[src/rtl/argmax_unit.sv]
// Sequential argmax over a snapshot of DIM signed logits: one compare per clock,
// registered index of the largest element plus a one-cycle done pulse.
module argmax_unit #(
    parameter int DATA_WIDTH = 16,
    parameter int DIM        = 10,
    parameter int IDXW       = 4
) (
    input  logic                         clk,
    input  logic                         reset,
    input  logic                         start,
    input  logic signed [DATA_WIDTH-1:0] vec [0:DIM-1],
    output logic        [IDXW-1:0]       idx,
    output logic                         done
);

    typedef enum logic [1:0] {
        IDLE   = 2'd0,
        SCAN   = 2'd1,
        FINISH = 2'd2
    } state_t;

    localparam logic [IDXW-1:0] K_LAST = IDXW'(DIM - 1);
    localparam logic [IDXW-1:0] K_ONE  = IDXW'(1);
    localparam logic [IDXW-1:0] K_ZERO = IDXW'(0);

    state_t                       state_r;
    state_t                       state_nxt_s;
    logic signed [DATA_WIDTH-1:0] snap_r [0:DIM-1];
    logic signed [DATA_WIDTH-1:0] best_val_r;
    logic        [IDXW-1:0]       best_idx_r;
    logic        [IDXW-1:0]       k_r;
    logic        [IDXW-1:0]       idx_r;
    logic                         done_r;
    logic                         load_s;
    logic                         step_s;
    logic                         finish_s;
    logic                         greater_s;

    // Next-state decode and per-state datapath enables.
    always_comb begin
        state_nxt_s = state_r;
        load_s      = 1'b0;
        step_s      = 1'b0;
        finish_s    = 1'b0;
        case (state_r)
            IDLE: begin
                if (start) begin
                    load_s      = 1'b1;
                    state_nxt_s = (DIM == 1) ? FINISH : SCAN;
                end else begin
                    state_nxt_s = IDLE;
                end
            end
            SCAN: begin
                step_s = 1'b1;
                if (k_r == K_LAST) begin
                    state_nxt_s = FINISH;
                end else begin
                    state_nxt_s = SCAN;
                end
            end
            FINISH: begin
                finish_s    = 1'b1;
                state_nxt_s = IDLE;
            end
            default: begin
                state_nxt_s = IDLE;
            end
        endcase
    end

    // Strict signed compare so that ties keep the lower index.
    always_comb begin
        greater_s = 1'b0;
        if (step_s) begin
            greater_s = (snap_r[k_r] > best_val_r);
        end else begin
            greater_s = 1'b0;
        end
    end

    // State register.
    always_ff @(posedge clk or posedge reset) begin
        if (reset) begin
            state_r <= IDLE;
        end else begin
            state_r <= state_nxt_s;
        end
    end

    // Snapshot, running best and scan counter.
    always_ff @(posedge clk or posedge reset) begin
        if (reset) begin
            for (int i = 0; i < DIM; i++) begin
                snap_r[i] <= '0;
            end
            best_val_r <= '0;
            best_idx_r <= K_ZERO;
            k_r        <= K_ZERO;
        end else if (load_s) begin
            for (int i = 0; i < DIM; i++) begin
                snap_r[i] <= vec[i];
            end
            best_val_r <= vec[0];
            best_idx_r <= K_ZERO;
            k_r        <= K_ONE;
        end else if (step_s) begin
            if (greater_s) begin
                best_val_r <= snap_r[k_r];
                best_idx_r <= k_r;
            end
            // Counter parks on the last index instead of running past DIM-1.
            if (k_r != K_LAST) begin
                k_r <= k_r + K_ONE;
            end
        end
    end

    // Registered result and done pulse.
    always_ff @(posedge clk or posedge reset) begin
        if (reset) begin
            idx_r  <= K_ZERO;
            done_r <= 1'b0;
        end else begin
            done_r <= finish_s;
            if (finish_s) begin
                idx_r <= best_idx_r;
            end
        end
    end

    assign idx  = idx_r;
    assign done = done_r;

endmodule

[config.mk]
export PLATFORM = sky130hd
export DESIGN_NAME = argmax_unit
export DESIGN_NICKNAME = d
export VERILOG_FILES = /design/src/rtl/argmax_unit.sv
export SDC_FILE = /design/constraint.sdc
export NUM_CORES = 1
export LEC_CHECK = 0
export ABC_AREA = 1
export CORE_MARGIN = 3
export CORE_UTILIZATION = 47
export CTS_CLUSTER_SIZE = 30
export DETAILED_ROUTE_END_ITERATION = 12
export GPL_TIMING_DRIVEN = 1
export PLACE_DENSITY = 0.73
export SKIP_CTS_REPAIR_TIMING = 1
export SYNTH_ARGS = -nofsm -noshare
export SYNTH_HDL_FRONTEND = slang
export SYNTH_SLANG_ARGS = --single-unit
[constraint.sdc]
create_clock -name clk -period 8.9 [get_ports clk]
set_input_delay 2.67 -clock clk [delete_from_list [all_inputs] [get_ports clk]]
set_output_delay 2.67 -clock clk [all_outputs]
set_load 0.02 [all_outputs]
# Yosys cells after proc, flatten, opt, wreduce, memory -nomap -nowiden
# Cells that the tools add are included.
dict set report totals {
  register_bits 191
  input_bits 163
  output_inout_bits 5
  elab_cells 50
}
dict set report classes {
  add_sub_neg 1
  magnitude_cmp 2
  n_eq_ne 4
  muxes 20
  bitwise_logic 1
  n_reduce_logical 6
}
# op count
set op_table {}
lappend op_table {{16-bit 2-to-1 mux} 5}
lappend op_table {{16-bit binary-select mux with 4-bit select} 1}
lappend op_table {{4-bit 2-to-1 mux} 6}
lappend op_table {{16-bit > comparator} 1}
lappend op_table {{1-bit 2-to-1 mux} 6}
lappend op_table {{2-bit nonzero test} 3}
lappend op_table {{5-bit greater-or-equal comparator (second input constant)} 1}
lappend op_table {{4-bit NOT with 5-bit output} 1}
lappend op_table {{4-bit by 1-bit adder with 4-bit output (second input constant)} 1}
lappend op_table {{4-bit equality test (second input constant)} 1}
lappend op_table {{4-bit inequality test (second input constant)} 1}
lappend op_table {{2-bit one-hot mux with 2 select lines} 1}
lappend op_table {{2-bit AND reduction} 2}
lappend op_table {{2-bit by 1-bit equality test with 1-bit output (second input constant)} 1}
lappend op_table {{2-bit equality test (second input constant)} 1}
lappend op_table {{2-bit zero test} 1}
lappend op_table {{2-bit 2-to-1 mux} 1}

# Logic depth before layout (Yosys ltp)
dict set report depth {
  ltp_word 9
  depth_mapped 26
  mapped_depth_nobuf 22
}

# Worst setup path before layout
# Ideal clock, no wire load.
dict set report synth_timing {
  path_kind {input -> register}
  startpoint {input port start}
  endpoint {register snap_r[131] (netlist bit)}
  setup_ns 0.066
  arrival_time_ns 3.487
  required_time_ns 8.834
  path_slack_ns 5.348
  path_stages 6
  n_path_buf 2
  cell_sequence {nand3_2 inv_2 buf_2 clkbuf_1 nand2_1 nand2_1}
}
dict set report synth_via {
  elab_chain_len 2
}
# element line_no
set synth_lines {}
lappend synth_lines {{start: declaration} 10} ;# input logic start,
lappend synth_lines {{1-bit 2-to-1 mux} 47} ;# if (start) begin
lappend synth_lines {{1-bit 2-to-1 mux} 45} ;# case (state_r)
lappend synth_lines {{end signal: indexed assignment} 102} ;# snap_r[i] <= vec[i];
lappend synth_lines {{end: declaration} 28} ;# logic signed [DATA_WIDTH-1:0] snap_r [0:DIM-1];
# No other way between the ends.
# A chain may end at the register's enable or synchronous reset.

# Worst setup path in the final report
dict set report layout_timing {
  startpoint {input port start}
  endpoint {register snap_r[41] (netlist bit)}
}
# The elaborated chain is that of the path after synthesis.

==> run summary <==
For flop-to-flop paths, the worst setup slack is 4.75 ns. CTS placed an instance of clkbuf_16 at the clock tree root. Traced cell by cell, the critical path runs through clkdlybuf4s50_1 -> nand3_4 -> inv_6 -> buf_4 -> o21ai_0. Highest metal layer with signal wires: met4. For this run, the slowest stage of the critical path takes 1.03 ns.

The worst relative slew slack was 24.8%. The classification of the worst-slack hold path was reg -> reg. The analysis attributes to cell leakage a power of 5.71 nW. After floorplanning, the core was divided into 51 placement rows.

The final layout contains 1501 nets. VDD sags by at most 0.196 mV. For the sequential cell area fraction in the yosys report, the log shows 50.9%. The library cells used most frequently in the layout, excluding fill and tap cells, are nand2_1 (507), dfrtp_1 (189), clkdlybuf4s50_1 (167).

The worst setup path is captured at a flip-flop. The combined buffer and inverter count along the critical path is 3. The run finished with clean final reports.

For the number of endpoints failing setup at the final stage, the log shows 0. The library cell used most frequently in the layout, excluding fill and tap cells, is nand2_1. Registers are responsible for 34.2% of the overall power.

The shortest clock period the worst path allows after layout was 5.37 ns. The final weighted congestion in routability-driven placement is 0.852. Setup repair after global routing left no endpoint under its margin. The logs give 0.0217 mm^2 for the area enclosed by the die boundary and 0.186 GHz for the timing-limited maximum frequency.

The area of the placeable core was 0.0195 mm^2. The tools report the hold violation total from the final report as 0. During synthesis, Yosys emitted a total of 0 warnings. The die span in y came out at 147 um. The number of violations reported at the end of detailed-routing iteration 0 came out at 789. The number of clock buffers added by TritonCTS is 17. Worst setup path category: in -> reg. Hold timing on the final database bottoms out at a slack of 0.476 ns. The measured slew at the worst slew-check pin came out at 1.13 ns. Detailed-route via count: 8254.

The starting density of the core is 48.1%, and the global-route usage over all layers is 23.9%. The net count after synthesis is 1382, and the x dimension of the die is 147 um. For this design, the slowest cell found on the critical path is inv_6. For the count of nets left with antenna violations after detail routing, the log shows 0.

TritonCTS built the clock tree. The wire length per cell is 15.9 um. The tools report the wire length after detailed routing as 25300 um. Synthesized area divided by synthesized cell count: 7.83 um^2. STA classifies the critical path startpoint as an input port.

The layout cell share with drive strength beyond 1 is 5.11%. Number of antenna violations at the first check in global routing: 0. For the amount of wire on met3 after detailed routing, the log shows 1490 um.

The logs give 31 for the post-synthesis cell type count and 17.5% for the clock network fraction of design power. The share of the synthesized area in the top cell type was 50.9%; the number of synthesized register bits was 191. For the final-report max-slew violation count, the log shows 0. The run gives 0 as the remaining routing DRC violations.

The number of iterations in the first detailed-routing pass was 5; the proportion of synthesized flip-flops having asynchronous set or reset was 100%. Net switching is 44.4% of the power. After global routing the overflow that remains totals 0.

Clock tree synthesis found a total of 191 sinks. The tools report the largest net degree at the start of global routing as 175. The via count of the first global-routing pass came out at 8139. The post-synthesis cell type with the largest combined area is dfrtp_1. The internal portion of the total power is 2.49 mW. Dividing total power by cell area gives a power density of 383 mW/mm^2. The clock arrives with 0.00962 ns of skew. Of all nets on the critical path, the largest fanout is 174. In this design, the largest share of critical-path delay is due to buffers and inverters.

In the final timing run, aggregate negative setup slack is 0 ns. Summed over all nets, the switching power comes to 1.98 mW. The first global-routing pass estimated 41300 um of wire.

The fraction of power consumed by combinational cells came out at 48.3%. Synthesis produced a netlist whose cell count is 1201. The fraction of the cycle the final worst path needs was 60.3%. The most common flop cell mapped by yosys was dfrtp_1. The number of vias per cell after detailed routing came out at 5.17. The area overhead of the layout relative to synthesis was 24.1%; the post-synthesis instance area was 0.00940 mm^2. For this block, wires on met1 add up to 11000 um.

The met2 wire length was 11900 um; the number of synthesized flops with an enable pin was 0. For the worst setup path, the data required time is 9.18 ns. The number of port buffers is 167, and the critical path arrival is 5.65 ns. Clock-pin slew was measured on the worst setup and hold paths at 0.07 ns.

The I/O pin total came out at 168. Across the run, the number of max-cap violations was 0. The tools report the number of inserted diodes as 0. The number of H-tree levels is 4, and the detailed placement HPWL is 17000 um. In this run the deepest clock path goes through 2 buffers.

By area the synthesized netlist is led by dfrtp_1 (51%), nand2_1 (20%), o21ai_0 (6.6%). The tools report the latest clock arrival within the worst-skew pair as 0.43 ns.
state kept, by name, summed over array words and instances, names as in the netlist:
signal      flops
idx             4
state_r         2
k_r             4
done            1
best_idx_r      4
snap_r        160
best_val_r     16
synthesized netlist by cell type, types with 7 or more instances:
cell	count
inv_1	94
o21ai_0	124
nand3_1	60
dfrtp_1	191
nand2_1	507
clkbuf_1	26
nand2_2	14
ha_1	18
buf_2	29
o211ai_1	30
buf_6	7
nor2_1	24
a21oi_1	36
routing by layer:
metal  vias up  GRT usage (%)
li1       4032              -
met1      3874           33.2
met2       300           37.9
met5         -              0
met4         0           8.85
met3        48           4.17
worst min-delay path, cell delays in order, from the launching register on:
cell	delay, ns
dfrtp_1	0.34
nand2_1	0.05
nand2_1	0.05
power by group through the flow:
| stage | registers [mW] | clock network, mW | logic, mW |
|---|---|---|---|
| CTS | 1.53 | 0.794 | 2.16 |
| global placement | 1.52 | 0 | 2.08 |
| floorplan | 1.44 | 0 | 1.72 |
| global route | 1.57 | 0.831 | 2.49 |
| detailed placement | 1.54 | 0 | 2.14 |
| finish | 1.53 | 0.784 | 2.16 |
logic make-up after synthesis:
| family | Yosys count | synth area share, % |
|---|---|---|
| and+or+nand+nor | 619 | 26.7 |
| AOI/OAI and AO/OA | 202 | 11.9 |
| DFF | 191 | 50.9 |
| buffers and inverters | 171 | 8.13 |
| adders and majority gates | 18 | 2.40 |
layout make-up:
type / count / area, um^2
Clock buffer: 21 / 460
Multi-Input combinational cell: 839 / 3860
Tap cell: 265 / 332
Sequential cell: 191 / 4780
Inverter: 99 / 384
Timing Repair Buffer: 172 / 1710
Fill cell: 1782 / 7860
Clock inverter: 10 / 136
worst paths after layout:
path / to / from / depth (start not counted)
max: snap_r[41] / start / 5
min: snap_r[87] / snap_r[87] / 2
max reg2reg: best_val_r[9] / k_r[0] / 17
min reg2reg: snap_r[87] / snap_r[87] / 2
max in group asynchronous: snap_r[11] / reset / 3
min in group asynchronous: snap_r[74] / reset / 2
per-stage QoR:
stage          power (mW)  instance area, um^2  setup slack [ns]  utilization (%)  cells
4_1_cts              4.48                11700              3.59             59.8   1597
6_report             4.47                11700              3.53             59.8   1597
2_1_floorplan        3.17                 9400              1.03                -   1201
3_3_place_gp         3.60                11100              3.22             56.7   1566
5_1_grt              4.89                11700              3.38             59.8   1597
3_5_place_dp         3.68                11100              3.16             56.7   1566
No activity file was read; power rests on OpenSTA's default activity.
